**src/rtl/wf_gather_queue.sv**
```systemverilog
`default_nettype none
// ============================================================================
//  Module      : wf_gather_queue
//  Description : Synchronous FIFO queue with a registered head-of-queue output
//                stage, occupancy count, almost-full flag and high-water mark.
//                Optional flow-through bypass is selected by the macro
//                WF_GATHER_QUEUE_BYPASS_EN (undefined: no enq->deq comb path).
//  Revision    : 1.0 - initial release
// ============================================================================
module wf_gather_queue #(
    parameter int DATA_W   = 38,
    parameter int DEPTH    = 8,
    parameter int AFULL_TH = 6,
    localparam int CNT_W   = $clog2(DEPTH) + 1
) (
    input  logic              clock,
    input  logic              reset_n,
    input  logic              flush,
    input  logic              enq_valid,
    output logic              enq_ready,
    input  logic [DATA_W-1:0] enq_data,
    output logic              deq_valid,
    input  logic              deq_ready,
    output logic [DATA_W-1:0] deq_data,
    output logic [CNT_W-1:0]  count,
    output logic              almost_full,
    output logic [CNT_W-1:0]  hwm
);

    localparam int PTR_W = $clog2(DEPTH);
    localparam logic [CNT_W-1:0] c_FULL  = CNT_W'(DEPTH);
    localparam logic [CNT_W-1:0] c_AFULL = CNT_W'(AFULL_TH);

    logic [DATA_W-1:0] r_mem [DEPTH];
    logic [PTR_W-1:0]  r_wr_ptr;
    logic [PTR_W-1:0]  r_rd_ptr;
    logic [CNT_W-1:0]  r_count;
    logic [CNT_W-1:0]  r_hwm;
    logic              r_afull;
    logic [DATA_W-1:0] r_deq_data;

    logic              w_pass;
    logic              w_enq;
    logic              w_deq;
    logic [PTR_W-1:0]  w_wr_next;
    logic [PTR_W-1:0]  w_rd_next;
    logic [CNT_W-1:0]  w_cnt_next;
    logic [CNT_W-1:0]  w_hwm_next;
    logic [DATA_W-1:0] w_head_next;
    logic              w_load_head;

    // Transfer decode and next-state computation for pointers, count and head.
    always_comb begin
        w_pass = 1'b0;
`ifdef WF_GATHER_QUEUE_BYPASS_EN
        // Word flows straight from producer to consumer without being stored.
        w_pass = (r_count == '0) && enq_valid && deq_ready;
`endif
        w_enq = enq_valid && enq_ready && !w_pass && !flush;
        w_deq = (r_count != '0) && deq_ready && !flush;

        w_wr_next  = r_wr_ptr;
        w_rd_next  = r_rd_ptr;
        w_cnt_next = r_count;
        if (flush) begin
            w_wr_next  = '0;
            w_rd_next  = '0;
            w_cnt_next = '0;
        end else begin
            if (w_enq) w_wr_next = r_wr_ptr + PTR_W'(1);
            if (w_deq) w_rd_next = r_rd_ptr + PTR_W'(1);
            if (w_enq && !w_deq)      w_cnt_next = r_count + CNT_W'(1);
            else if (!w_enq && w_deq) w_cnt_next = r_count - CNT_W'(1);
        end

        if (flush)                    w_hwm_next = '0;
        else if (w_cnt_next > r_hwm)  w_hwm_next = w_cnt_next;
        else                          w_hwm_next = r_hwm;

        // The next head is the word being written now when it lands in the
        // slot the read pointer is about to point at (empty or single-entry).
        if (w_enq && (w_rd_next == r_wr_ptr)) w_head_next = enq_data;
        else                                  w_head_next = r_mem[w_rd_next];
        w_load_head = !flush && (w_cnt_next != '0);
    end

    // Storage array; contents are deliberately left unreset.
    always_ff @(posedge clock) begin
        if (w_enq) r_mem[r_wr_ptr] <= enq_data;
    end

    // Control state and the registered head-of-queue output stage.
    always_ff @(posedge clock or negedge reset_n) begin
        if (!reset_n) begin
            r_wr_ptr   <= '0;
            r_rd_ptr   <= '0;
            r_count    <= '0;
            r_hwm      <= '0;
            r_afull    <= 1'b0;
            r_deq_data <= '0;
        end else begin
            r_wr_ptr <= w_wr_next;
            r_rd_ptr <= w_rd_next;
            r_count  <= w_cnt_next;
            r_hwm    <= w_hwm_next;
            r_afull  <= (w_cnt_next >= c_AFULL);
            if (w_load_head) r_deq_data <= w_head_next;
        end
    end

    // Output drive; the bypass build overlays the incoming word when empty.
    always_comb begin
        enq_ready   = (r_count < c_FULL);
        count       = r_count;
        hwm         = r_hwm;
        almost_full = r_afull;
        deq_valid   = (r_count != '0);
        deq_data    = r_deq_data;
`ifdef WF_GATHER_QUEUE_BYPASS_EN
        if ((r_count == '0) && enq_valid) begin
            deq_valid = 1'b1;
            deq_data  = enq_data;
        end
`endif
    end

endmodule
`default_nettype wire

```
**config.mk**
```make
export PLATFORM = sky130hd
export DESIGN_NAME = wf_gather_queue
export DESIGN_NICKNAME = d
export VERILOG_FILES = /design/src/rtl/wf_gather_queue.sv
export SDC_FILE = /design/constraint.sdc
export NUM_CORES = 1
export LEC_CHECK = 0
export CAP_MARGIN = 20
export CORE_ASPECT_RATIO = 0.5
export CORE_MARGIN = 4
export CORE_UTILIZATION = 55
export CTS_CLUSTER_DIAMETER = 40
export DETAILED_ROUTE_END_ITERATION = 16
export GPL_TIMING_DRIVEN = 0
export PLACE_DENSITY = 0.82
export RECOVER_POWER = 25
export SYNTH_ARGS = -nofsm -noshare
export SYNTH_HDL_FRONTEND = slang
export SYNTH_SLANG_ARGS = --single-unit
export TNS_END_PERCENT = 100
```
**constraint.sdc**
```tcl
create_clock -name clock -period 6.2 [get_ports clock]
set_clock_uncertainty 0.2 [all_clocks]
set_input_delay 0.62 -clock clock [delete_from_list [all_inputs] [get_ports clock]]
set_output_delay 0.62 -clock clock [all_outputs]
set_load 0.005 [all_outputs]
```
==> results of run 1 <==
[metrics by stage]
step	instance area [um2]	hold WS, ps	setup TNS, ps
detailed placement	16600	306	0
floorplan	14900	124	0
global route	17600	350	0
CTS	17600	319	0
finish	17600	321	0
global placement	16300	303	-60570
[worst paths after layout]
path                              startpoint           end
worst max-delay path                   flush        hwm[0]
worst min-delay path            deq_data[30]  deq_data[30]
worst max register to register      count[0]        hwm[0]
worst min register to register  deq_data[30]  deq_data[30]
max in group asynchronous            reset_n        hwm[1]
min in group asynchronous            reset_n   deq_data[9]
[logic make-up after synthesis]
logic type	after synthesis
adder cells (fa/ha/maj)	8
multiplexers	44
buffers and inverters	167
XOR/XNOR	3
AO/OA/AOI/OAI	215
flip-flops	357
AND/OR/NAND/NOR	204
[routing by layer]
metal	vias up	wire (um)	GRT usage, %
met5	-	0	0
met4	0	1520	9.67
met3	150	5090	7.85
met2	844	19300	42.1
met1	5171	14800	35.3
li1	4204	-	-
[cells in the final DEF, fill, tap and decap left out, types with 3 or more instances in the layout]
cell type and n:
edfxtp_1 304, inv_1 87, nand2_1 80, o32ai_1 74, clkbuf_1 70, clkdlybuf4s50_1 66
dfrtp_1 53, nor2_1 44, a211oi_1 40, nand4_1 40, o31ai_1 39, a22o_1 38
mux4_2 38, clkbuf_16 35, dlygate4sd3_1 25, buf_2 12, buf_6 9, ha_1 8
nor2_4 6, clkinv_1 6, nand2b_1 5, clkinv_2 5, nor2b_1 4, nand3_1 4
o21a_1 4, o21ai_0 4, buf_1 4, mux2i_1 4, buf_16 4, o211ai_1 3
nor3_2 3, buf_12 3
[where the power goes]
group | switching (W) | leakage (nW) | internal (W)
Combinational | 0.000705 | 2.30 | 0.000580
Clock | 0.000872 | 0.493 | 0.00106
Sequential | 0.000110 | 3.42 | 0.00277
[final cells by class]
class	instances	share of cell area, %
repair buffers	106	6.63
plain buffers	79	1.87
clock buffers	45	5.25
well taps	352	2.50
multi-input cells	474	21.9
diodes	1	0.0142
inverters	88	1.88
clock inverters	15	0.477
flip-flops and latches	357	59.5
[worst max-delay path: stages]
cell,delay (ps)
clkdlybuf4s50_1,540
clkbuf_1,440
inv_1,140
clkbuf_1,270
o2111ai_1,170
o41a_1,510
clkbuf_1,510
inv_1,140
ha_1,330
nor2b_1,150
o21a_1,160
o21a_1,150
o21ai_0,480
and2_1,230
mux2_2,330
[flip-flops by register name, summed over array words and instances (netlist names)]
name,flops
r_wr_ptr,3
almost_full,1
count,4
r_mem,304
hwm,4
deq_data,38
r_rd_ptr,3
==> Flow_metrics.wiki, run 1 <==
{| class="wikitable"
! Metric !! Value
|-
| Worst setup timing slack at the placement stage || 811 ps
|-
| DRC violation count after routing || 0
|-
| Global router's overall resource usage || 26.5%
|-
| Sum of overflow across all layers after global routing || 0
|-
| Sequential cell area fraction in the yosys report || 70.1%
|-
| Buffers inserted during post-CTS setup optimization || 0
|-
| Power, Total || 0.00609 W
|-
| CP Capture Type || flop
|-
| Top cell type by total area after synthesis || edfxtp_1
|-
| Area growth syn-to-layout || 17.9%
|-
| Least setup slack across all paths after layout || 1190 ps
|-
| Crit path launch type || primary input
|-
| Number of distinct library cell variants in the gate-level netlist after synthesis || 54
|-
| I/O Pins || 92
|-
| Flip-flop cell with the highest count after synthesis || edfxtp_1
|-
| Post-Synthesis Net Count || 1049
|-
| Hold-fix buffers at CTS || 1
|-
| Max-slew headroom || 28.4%
|-
| Data arrival time at the worst-slack endpoint || 5190 ps
|-
| Worst Hold Depth || 2
|-
| First drt pass iteration count || 6
|-
| Fill count || 1634
|-
| Core outline area || 0.0265 mm2
|-
| Clock-pin slew on the worst setup and hold paths || 60 ps
|-
| Post-route insts no fill || 1517
|-
| Post-synthesis instance area || 0.0149 mm2
|-
| Final Max Tran Viols || 0
|-
| FF/Latch Area || 0.0105 mm2
|-
| Highest Clock Rate || 200 MHz
|-
| Number of nets in the finished design || 1191
|-
| Resize count post-CTS || 0
|-
| Fraction of final layout cells sized beyond drive strength 1 || 11.1%
|-
| Cell with the most instances after synthesis || edfxtp_1
|-
| Routed Antenna Nets || 0
|-
| Fin crit share || 80.8%
|-
| Simple-gate portion of the synthesized area || 6.60%
|-
| Placement row count || 42
|-
| Count of flip-flops with a built-in enable after synthesis || 304
|-
| Combinational family with the most area after synthesis || compound AO/OA/AOI/OAI gates
|-
| Max IR drop VDD || 196 uV
|-
| Full die area || 0.0300 mm2
|-
| Most numerous cell types in the synthesized netlist || 304 x edfxtp_1, 87 x inv_1, 80 x nand2_1
|-
| Clock root buffer || clkbuf_16
|-
| Pleak || 6.22 nW
|-
| Count of endpoints failing setup in the final report || 0
|-
| Ys async rst share || 14.8%
|-
| Post-Synth Adder-Cell Area || 0.671%
|-
| Average vias per placed instance || 6.84
|-
| Later-pin clock latency in the skew report || 520 ps
|-
| Worst Hold Class || flop to flop
|-
| Share of the synthesized area in compound gates (AO/OA/AOI/OAI) || 11.8%
|-
| Number of antenna violations at the first check in global routing || 1
|-
| Worst reg2reg setup slack || 1260 ps
|-
| Number of instances in the synthesized netlist || 998
|-
| Gp weighted congestion || 0.854
|-
| Vias in the first global route || 10500
|-
| Buffers added on ports || 91
|-
| Depth of the worst register-to-register path || 16
|-
| Yosys synthesis warning count || 0
|-
| Placed insts || 1455
|-
| Avg WL per Cell || 26.8 um
|-
| Top post-synthesis cells by area || edfxtp_1 61%, dfrtp_1 8.9%, mux4_2 5.7%
|-
| Count of H-tree levels built during CTS || 2
|-
| Effective utilization at floorplan || 56.2%
|-
| Transition time at the pin with the least slew margin || 1070 ps
|-
| Yosys top cell area share || 61.2%
|-
| Xor-xnor portion of the synthesized cell area || 0.176%
|-
| Run status || finished, final reports clean
|-
| Mux contribution to synthesized area || 6.18%
|-
| Final core utilization || 66.3%
|-
| Via Count || 10400
|-
| Violation count after the first detailed-routing iteration || 1391
|-
| Detailed-placement wirelength estimate || 25600 um
|-
| Power density normalized to cell area || 347 mW/mm2
|-
| Floorplan die width || 241 um
|-
| Clock Tree Buf Depth || 3
|-
| Data required time at the worst endpoint || 6380 ps
|-
| Hold violation total from the final report || 0
|-
| Largest fanout on the critical path || 10
|-
| Clock tree from TritonCTS || yes
|-
| Post-synthesis register bit count || 357
|-
| Clock sink count || 357
|-
| Clock buffers created by TritonCTS || 34
|-
| Mean post-synth cell area || 14.9 um2
|-
| RSZ-0062 raised after global routing || no
|-
| Number of maximum-capacitance violations || 0
|-
| Maximum number of pins on one net before global-route repair || 31
|-
| Area used by multi-input combinational logic || 0.00385 mm2
|-
| Global-route wire length before repair || 61000 um
|-
| Kind of critical path || primary input to flop
|-
| Total wire length || 40700 um
|-
| DIE HEIGHT || 124 um
|-
| Minimum period implied by the final worst setup slack || 5010 ps
|}
No activity file was read; power rests on OpenSTA's default activity.
==> inputs of run 2 (changes only) <==
==> constraint.sdc (replaced) <==
create_clock -name clock -period 4.9 [get_ports clock]
set_clock_uncertainty 0.2 [all_clocks]
set_input_delay 0.49 -clock clock [delete_from_list [all_inputs] [get_ports clock]]
set_output_delay 0.49 -clock clock [all_outputs]
set_load 0.005 [all_outputs]
==> run 2 against run 1 <==
Compared with the run above: sequential power grew 26%; flip-flop and latch count is the same; register-to-register slack lost 910 ps; first-iteration DRC count grew 0.72%; utilization is essentially flat; non-clock buffer count is the same; cell area is essentially flat; die area is the same; count of clock-buffer cells in the layout is the same; power grew 26%; largest cell class unchanged; highest routed layer unchanged.
==> Flow_metrics.wiki, run 2 (same netlist as run 1, synthesis figures left out) <==
{| class="wikitable"
! Metric !! Value
|-
| Detailed-placement wirelength estimate || 25600 um (unchanged)
|-
| Clock tree from TritonCTS || yes (unchanged)
|-
| Fraction of final layout cells sized beyond drive strength 1 || 11.2% (was 11.1%)
|-
| Kind of critical path || flop to flop (was primary input to flop)
|-
| Data required time at the worst endpoint || 5080 ps (was 6380 ps)
|-
| I/O Pins || 92 (unchanged)
|-
| Sequential power share || 47.3% (about the same)
|-
| Fin crit share || 92.8%
|-
| Setup Total Neg Slack || 0 ps (unchanged)
|-
| Sum of overflow across all layers after global routing || 0 (unchanged)
|-
| Avg WL per Cell || 26.8 um (about the same)
|-
| Minimum period implied by the final worst setup slack || 4550 ps
|-
| Vias in the first global route || 10500 (unchanged)
|-
| Pleak || 6.22 nW (about the same)
|-
| Most frequent standard cell in the layout excluding fill and tap cells || edfxtp_1 (unchanged)
|-
| Gp weighted congestion || 0.854 (unchanged)
|-
| Critical Path Max Stage Delay || 460 ps (was 540 ps)
|-
| Clock-pin slew on the worst setup and hold paths || 60 ps (about the same)
|-
| Max-slew headroom || 25.5% (was 28.4%)
|-
| FF/Latch Area || 0.0105 mm2 (unchanged)
|-
| Data arrival time at the worst-slack endpoint || 4730 ps (was 5190 ps)
|-
| Buffers added on ports || 91 (unchanged)
|-
| Average vias per placed instance || 6.86 (was 6.84)
|-
| Post-route insts no fill || 1517 (unchanged)
|-
| Floorplan die width || 241 um (unchanged)
|-
| Power density normalized to cell area || 438 mW/mm2 (was 347 mW/mm2)
|-
| Worst setup timing slack at the placement stage || -359 ps (was 811 ps)
|-
| Hold violation total from the final report || 0 (unchanged)
|-
| Placed insts || 1455 (unchanged)
|-
| Number of nets in the finished design || 1191 (unchanged)
|-
| P_sw || 0.00213 W (was 0.00169 W)
|-
| Sum of met2 wire segment lengths after detailed routing || 19300 um (about the same)
|-
| Power, Total || 0.00771 W (was 0.00609 W)
|-
| Switching share of power || 27.7% (about the same)
|-
| Internal power || 0.00557 W (was 0.00441 W)
|-
| First drt pass iteration count || 5 (was 6)
|-
| Count of H-tree levels built during CTS || 2 (unchanged)
|-
| Global-route wire length before repair || 61000 um (unchanged)
|-
| Routed Antenna Nets || 0 (unchanged)
|-
| Placement row count || 42 (unchanged)
|-
| Fill count || 1636 (was 1634)
|-
| Crit path launch type || flop (was primary input)
|-
| Final Max Tran Viols || 0 (unchanged)
|-
| Buffers inserted during post-CTS setup optimization || 0 (unchanged)
|-
| Area growth syn-to-layout || 17.9% (about the same)
|-
| Highest metal used || met4 (unchanged)
|-
| Chain of cells forming the critical path || inv_1 -> ha_1 -> nor3b_4 -> inv_2 -> and3_1 -> nor2_1 -> o41a_1 -> clkbuf_2 -> inv_1 -> ha_1 -> nor2b_1 -> o21a_1 -> o21a_1 -> o21ai_1 -> and2_1 -> mux2_2 (was clkdlybuf4s50_1 -> clkbuf_1 -> inv_1 -> clkbuf_1 -> o2111ai_1 -> o41a_1 -> clkbuf_1 -> inv_1 -> ha_1 -> nor2b_1 -> o21a_1 -> o21a_1 -> o21ai_0 -> and2_1 -> mux2_2)
|-
| Number of antenna violations at the first check in global routing || 1 (unchanged)
|-
| Detail Route met3 WL || 5250 um (was 5090 um)
|-
| Run status || finished, final reports clean (unchanged)
|-
| Least setup slack across all paths after layout || 351 ps (was 1190 ps)
|-
| Effective utilization at floorplan || 56.2% (unchanged)
|-
| Full die area || 0.0300 mm2 (unchanged)
|-
| Clock sink count || 357 (unchanged)
|-
| Count of endpoints failing setup in the final report || 0 (unchanged)
|-
| Highest Clock Rate || 220 MHz
|-
| RSZ-0062 raised after global routing || no (unchanged)
|-
| Later-pin clock latency in the skew report || 520 ps (about the same)
|-
| Global router's overall resource usage || 26.5% (unchanged)
|-
| Clock root buffer || clkbuf_16 (unchanged)
|-
| Clock Tree Buf Depth || 3 (unchanged)
|-
| Total wire length || 40600 um (was 40700 um)
|-
| Flip-flop count of the largest register, all copies and words added || 304 (unchanged)
|-
| Commonest cells after routing, fill and taps aside || 304 x edfxtp_1, 87 x inv_1, 80 x nand2_1, 74 x o32ai_1, 69 x clkbuf_1 (was 304 x edfxtp_1, 87 x inv_1, 80 x nand2_1, 74 x o32ai_1, 70 x clkbuf_1)
|-
| Worst hold margin || 321 ps (about the same)
|-
| Largest fanout on the critical path || 10 (unchanged)
|-
| CP Capture Type || flop (unchanged)
|-
| Share of power burned in the clock network || 31.6% (about the same)
|-
| Clock buffers created by TritonCTS || 34 (unchanged)
|-
| Number of maximum-capacitance violations || 0 (unchanged)
|-
| Max IR drop VDD || 248 uV (was 196 uV)
|-
| Worst Hold Class || flop to flop (unchanged)
|-
| Combinational cell fraction of total power || 21.1% (about the same)
|-
| Via Count || 10400 (about the same)
|-
| DRC violation count after routing || 0 (unchanged)
|-
| Register name with the most flops || r_mem (unchanged)
|-
| Maximum number of pins on one net before global-route repair || 31 (unchanged)
|-
| Metal-1 WL || 14600 um (was 14800 um)
|-
| Area used by multi-input combinational logic || 0.00385 mm2 (unchanged)
|-
| Worst-path cell with the longest stage delay || o41a_1 (was clkdlybuf4s50_1)
|-
| Violation count after the first detailed-routing iteration || 1401 (was 1391)
|-
| Transition time at the pin with the least slew margin || 1110 ps (was 1070 ps)
|-
| Core outline area || 0.0265 mm2 (unchanged)
|-
| DIE HEIGHT || 124 um (unchanged)
|}
run 2: cell counts in the layout (fill, tap and decap cells not counted):
Identical to the previous run, type by type.
run 2: area by class of cell:
type | instances | area share (%)
Antenna cell | 1 | 0.0142
Inverter | 88 | 1.88
Buffer | 79 | 1.88
Clock inverter | 15 | 0.477
Sequential cell | 357 | 59.5
Multi-Input combinational cell | 474 | 21.9
Timing Repair Buffer | 106 | 6.62
Clock buffer | 45 | 5.25
Tap cell | 352 | 2.50
run 2: path summary, 6_finish.rpt:
check	from	endpoint	slack, ps	cells after the start
max	count[0]	hwm[0]	350	16
min in group asynchronous	reset_n	deq_data[9]	360	2
max reg2reg	count[0]	hwm[0]	350	16
min	deq_data[30]	deq_data[30]	320	2
min reg2reg	deq_data[30]	deq_data[30]	320	2
max in group asynchronous	reset_n	hwm[1]	3480	3
run 2: power by group through the flow:
stage | sequential [W] | combinational (W) | clock [W]
detailed placement | 0.00370 | 0.00158 | 0
global route | 0.00366 | 0.00172 | 0.00257
floorplan | 0.00368 | 0.000818 | 0
finish | 0.00364 | 0.00163 | 0.00244
CTS | 0.00364 | 0.00160 | 0.00243
global placement | 0.00369 | 0.00149 | 0
run 2: routing by layer:
metal / GRT usage (%) / vias to the layer above
li1: - / 4204
met4: 9.67 / 0
met5: 0 / -
met2: 42.1 / 881
met1: 35.3 / 5188
met3: 7.85 / 136
run 2: metrics by stage:
step	area [um2]	utilization (%)
global placement	16300	61.3
finish	17600	66.3
CTS	17600	66.2
detailed placement	16600	62.4
floorplan	14900	-
global route	17600	66.3
run 2: worst max-delay path: cells and delay by family (launching register included):
kind	cells	cell delay [ps]
AOI/OAI and AO/OA	4	1090
adders and majority gates	2	610
buffers and inverters	4	730
DFF	1	430
muxes	1	330
and+or+nand+nor	5	1060
run 2: repair_timing:
| item | 4_1_cts | 5_1_grt |
|---|---|---|
| resized for setup | 0 | 3 |
| hold buffers | 1 | 0 |
| hold endpoints to repair | 23 | 0 |
| setup endpoints to repair | 0 | 3 |
==> inputs of run 3 (changes only) <==
--- a/config.mk
+++ b/config.mk
@@ -14,6 +14,7 @@
 export GPL_TIMING_DRIVEN = 0
 export PLACE_DENSITY = 0.82
 export RECOVER_POWER = 25
+export REMOVE_ABC_BUFFERS = 1
 export SYNTH_ARGS = -nofsm -noshare
 export SYNTH_HDL_FRONTEND = slang
 export SYNTH_SLANG_ARGS = --single-unit
==> constraint.sdc (replaced) <==
create_clock -name clock -period 4.9 [get_ports clock]
set_clock_uncertainty 0.2 [all_clocks]
set_input_delay 0.98 -clock clock [delete_from_list [all_inputs] [get_ports clock]]
set_output_delay 0.98 -clock clock [all_outputs]
set_load 0.005 [all_outputs]
==> run 3 against run 2 <==
Compared with the run above: fmax decreased by 4.2%; the run now ends with max-capacitance violations, max-slew violations left; die area is the same; setup slack got worse by 200 ps; critical path type is now primary input to flop.
==> Flow_metrics.wiki, run 3 (same netlist as run 1, synthesis figures left out) <==
{| class="wikitable"
! Metric !! Value
|-
| Final Max Tran Viols || 54 (was 0)
|-
| DIE HEIGHT || 124 um (unchanged)
|-
| Buffers added on ports || 91 (unchanged)
|-
| Kind of critical path || primary input to flop (was flop to flop)
|-
| RSZ-0062 raised after global routing || no (unchanged)
|-
| Worst setup path start || enq_valid (was count[0])
|-
| Termination of the worst setup path || deq_data[31] (was hwm[0])
|-
| Routed Antenna Nets || 0 (unchanged)
|-
| Clock Tree Buf Depth || 3 (unchanged)
|-
| Depth of the worst register-to-register path || 10 (was 16)
|-
| I/O Pins || 92 (unchanged)
|-
| Violation count after the first detailed-routing iteration || 1752 (was 1401)
|-
| Max-slew headroom || -146% (was 25.5%)
|-
| Critical Path Max Stage Delay || 980 ps (was 460 ps)
|-
| Floorplan die width || 241 um (unchanged)
|-
| Clock buffers created by TritonCTS || 31 (was 34)
|-
| Count of endpoints failing setup in the final report || 0 (unchanged)
|-
| Worst reg2reg setup slack || 280 ps (was 350 ps)
|-
| Maximum number of pins on one net before global-route repair || 63 (was 31)
|-
| Clock root buffer || clkbuf_16 (unchanged)
|-
| Fraction of final layout cells sized beyond drive strength 1 || 13.9% (was 11.2%)
|-
| Detailed-placement wirelength estimate || 23800 um (was 25600 um)
|-
| Least setup slack across all paths after layout || 150 ps (was 351 ps)
|-
| Minimum period implied by the final worst setup slack || 4750 ps (was 4550 ps)
|-
| Commonest cells after routing, fill and taps aside || 304 x edfxtp_1, 86 x inv_1, 80 x nand2_1, 74 x o32ai_1, 69 x clkdlybuf4s50_1 (was 304 x edfxtp_1, 87 x inv_1, 80 x nand2_1, 74 x o32ai_1, 69 x clkbuf_1)
|-
| Clock-pin slew on the worst setup and hold paths || 70 ps (was 60 ps)
|-
| Worst-path cell with the longest stage delay || and3_2 (was o41a_1)
|-
| Worst Hold Depth || 2 (unchanged)
|-
| Effective utilization at floorplan || 56.2% (unchanged)
|-
| Data arrival time at the worst-slack endpoint || 4960 ps (was 4730 ps)
|-
| Worst setup timing slack at the placement stage || -392 ps (was -359 ps)
|-
| Gp weighted congestion || 0.800 (was 0.854)
|-
| Run status || finished, violations left (was finished, final reports clean)
|-
| Crit path launch type || primary input (was flop)
|-
| Global-route wire length before repair || 62300 um (was 61000 um)
|-
| Chain of cells forming the critical path || clkdlybuf4s50_1 -> nand2b_1 -> a211oi_1 -> nor3_1 -> o31ai_4 -> buf_16 -> and3_2 -> o31ai_1 (was inv_1 -> ha_1 -> nor3b_4 -> inv_2 -> and3_1 -> nor2_1 -> o41a_1 -> clkbuf_2 -> inv_1 -> ha_1 -> nor2b_1 -> o21a_1 -> o21a_1 -> o21ai_1 -> and2_1 -> mux2_2)
|-
| Max IR drop VDD || 291 uV (was 248 uV)
|-
| Origin of the critical flop-to-flop path || count[1] (was count[0])
|-
| Endpoint of the worst register-to-register path || deq_data[31] (was hwm[0])
|-
| Clock tree from TritonCTS || yes (unchanged)
|-
| Final core utilization || 67.4% (was 66.3%)
|-
| Average vias per placed instance || 6.94 (was 6.86)
|-
| Violated checks || max-capacitance violations, max-slew violations
|-
| Later-pin clock latency in the skew report || 590 ps (was 520 ps)
|-
| CP Capture Type || flop (unchanged)
|-
| Number of nets in the finished design || 1136 (was 1191)
|-
| Core outline area || 0.0265 mm2 (unchanged)
|-
| Flip-flop count of the largest register, all copies and words added || 304 (unchanged)
|-
| Area growth syn-to-layout || 19.9% (was 17.9%)
|-
| Sum of overflow across all layers after global routing || 0 (unchanged)
|-
| Largest fanout on the critical path || 38 (was 10)
|-
| Count of H-tree levels built during CTS || 1 (was 2)
|-
| Pleak || 6.34 nW (was 6.22 nW)
|-
| Clock sink count || 357 (unchanged)
|-
| Number of maximum-capacitance violations || 1 (was 0)
|-
| First drt pass iteration count || 5 (unchanged)
|-
| Placement row count || 42 (unchanged)
|-
| DRC violation count after routing || 0 (unchanged)
|-
| Number of antenna cells inserted || 0 (was 1)
|-
| Full die area || 0.0300 mm2 (unchanged)
|-
| Data required time at the worst endpoint || 5110 ps (was 5080 ps)
|-
| Fin crit share || 96.9% (was 92.8%)
|-
| Most frequent standard cell in the layout excluding fill and tap cells || edfxtp_1 (unchanged)
|-
| Worst Hold Class || flop to flop (unchanged)
|-
| Transition time at the pin with the least slew margin || 3700 ps (was 1110 ps)
|-
| Final Instance Area || 0.0179 mm2 (was 0.0176 mm2)
|-
| Register name with the most flops || r_mem (unchanged)
|-
| Instance area at placement || 0.0168 mm2 (was 0.0166 mm2)
|-
| Number of antenna violations at the first check in global routing || 0 (was 1)
|-
| Avg WL per Cell || 27.7 um (was 26.8 um)
|-
| Hold violation total from the final report || 0 (unchanged)
|-
| Hold-fix buffers at CTS || 0 (was 1)
|-
| Worst hold margin || 315 ps (was 321 ps)
|-
| Vias in the first global route || 10300 (was 10500)
|-
| Via Count || 10100 (was 10400)
|-
| Global router's overall resource usage || 27.0% (was 26.5%)
|-
| Power density normalized to cell area || 443 mW/mm2 (was 438 mW/mm2)
|-
| Total wire length || 40500 um (was 40600 um)
|-
| Power, Total || 0.00791 W (was 0.00771 W)
|-
| Highest Clock Rate || 211 MHz (was 220 MHz)
|}
==> run 3: worst max-delay path, delay by kind of cell <==
kind	cells	cell delay, ps
AO/OA/AOI/OAI	3	1700
AND/OR/NAND/NOR	3	1400
buffers and inverters	2	850
==> run 3: metal layers <==
metal	track usage, %	up-vias	part of all wire [%]
li1	-	4103	-
met5	0	-	0
met2	42.0	907	47
met4	7.92	0	3.0
met3	6.88	124	13
met1	38.4	5009	37
==> run 3: worst min-delay path by stage <==
stage,start,endpoint
3_3_place_gp,deq_data[0],deq_data[0]
6_report,deq_data[27],deq_data[27]
4_1_cts,reset_n,deq_data[20]
3_5_place_dp,deq_data[27],deq_data[27]
5_1_grt,deq_data[27],deq_data[27]
2_1_floorplan,deq_data[0],deq_data[0]
==> run 3: what timing repair did <==
action                     4_1_cts  5_1_grt
gates resized for setup          0        1
hold endpoints to repair         0        0
setup endpoints to repair        0        1
buffers inserted                 0        0
==> run 3: layout make-up <==
class / instances / area (um2)
clock buffer: 47 / 896
clock inverter: 11 / 171
timing repair buffer: 133 / 1660
sequential: 357 / 10500
multi-input combinational: 474 / 3930
tap: 352 / 440
inverter: 88 / 330
fill: 1549 / 8660
==> run 3: per-stage QoR <==
step / TNS [ps] / std cells
floorplan: -14450 / 919
global placement: -1500570 / 1362
detailed placement: -5560 / 1404
CTS: 0 / 1462
global route: 0 / 1462
finish: 0 / 1462
==> run 3: where the power goes <==
group / total, W / switching (W) / internal [W]
combinational: 0.00170 / 0.000880 / 0.000819
clock: 0.00258 / 0.00114 / 0.00144
sequential: 0.00363 / 0.000126 / 0.00350
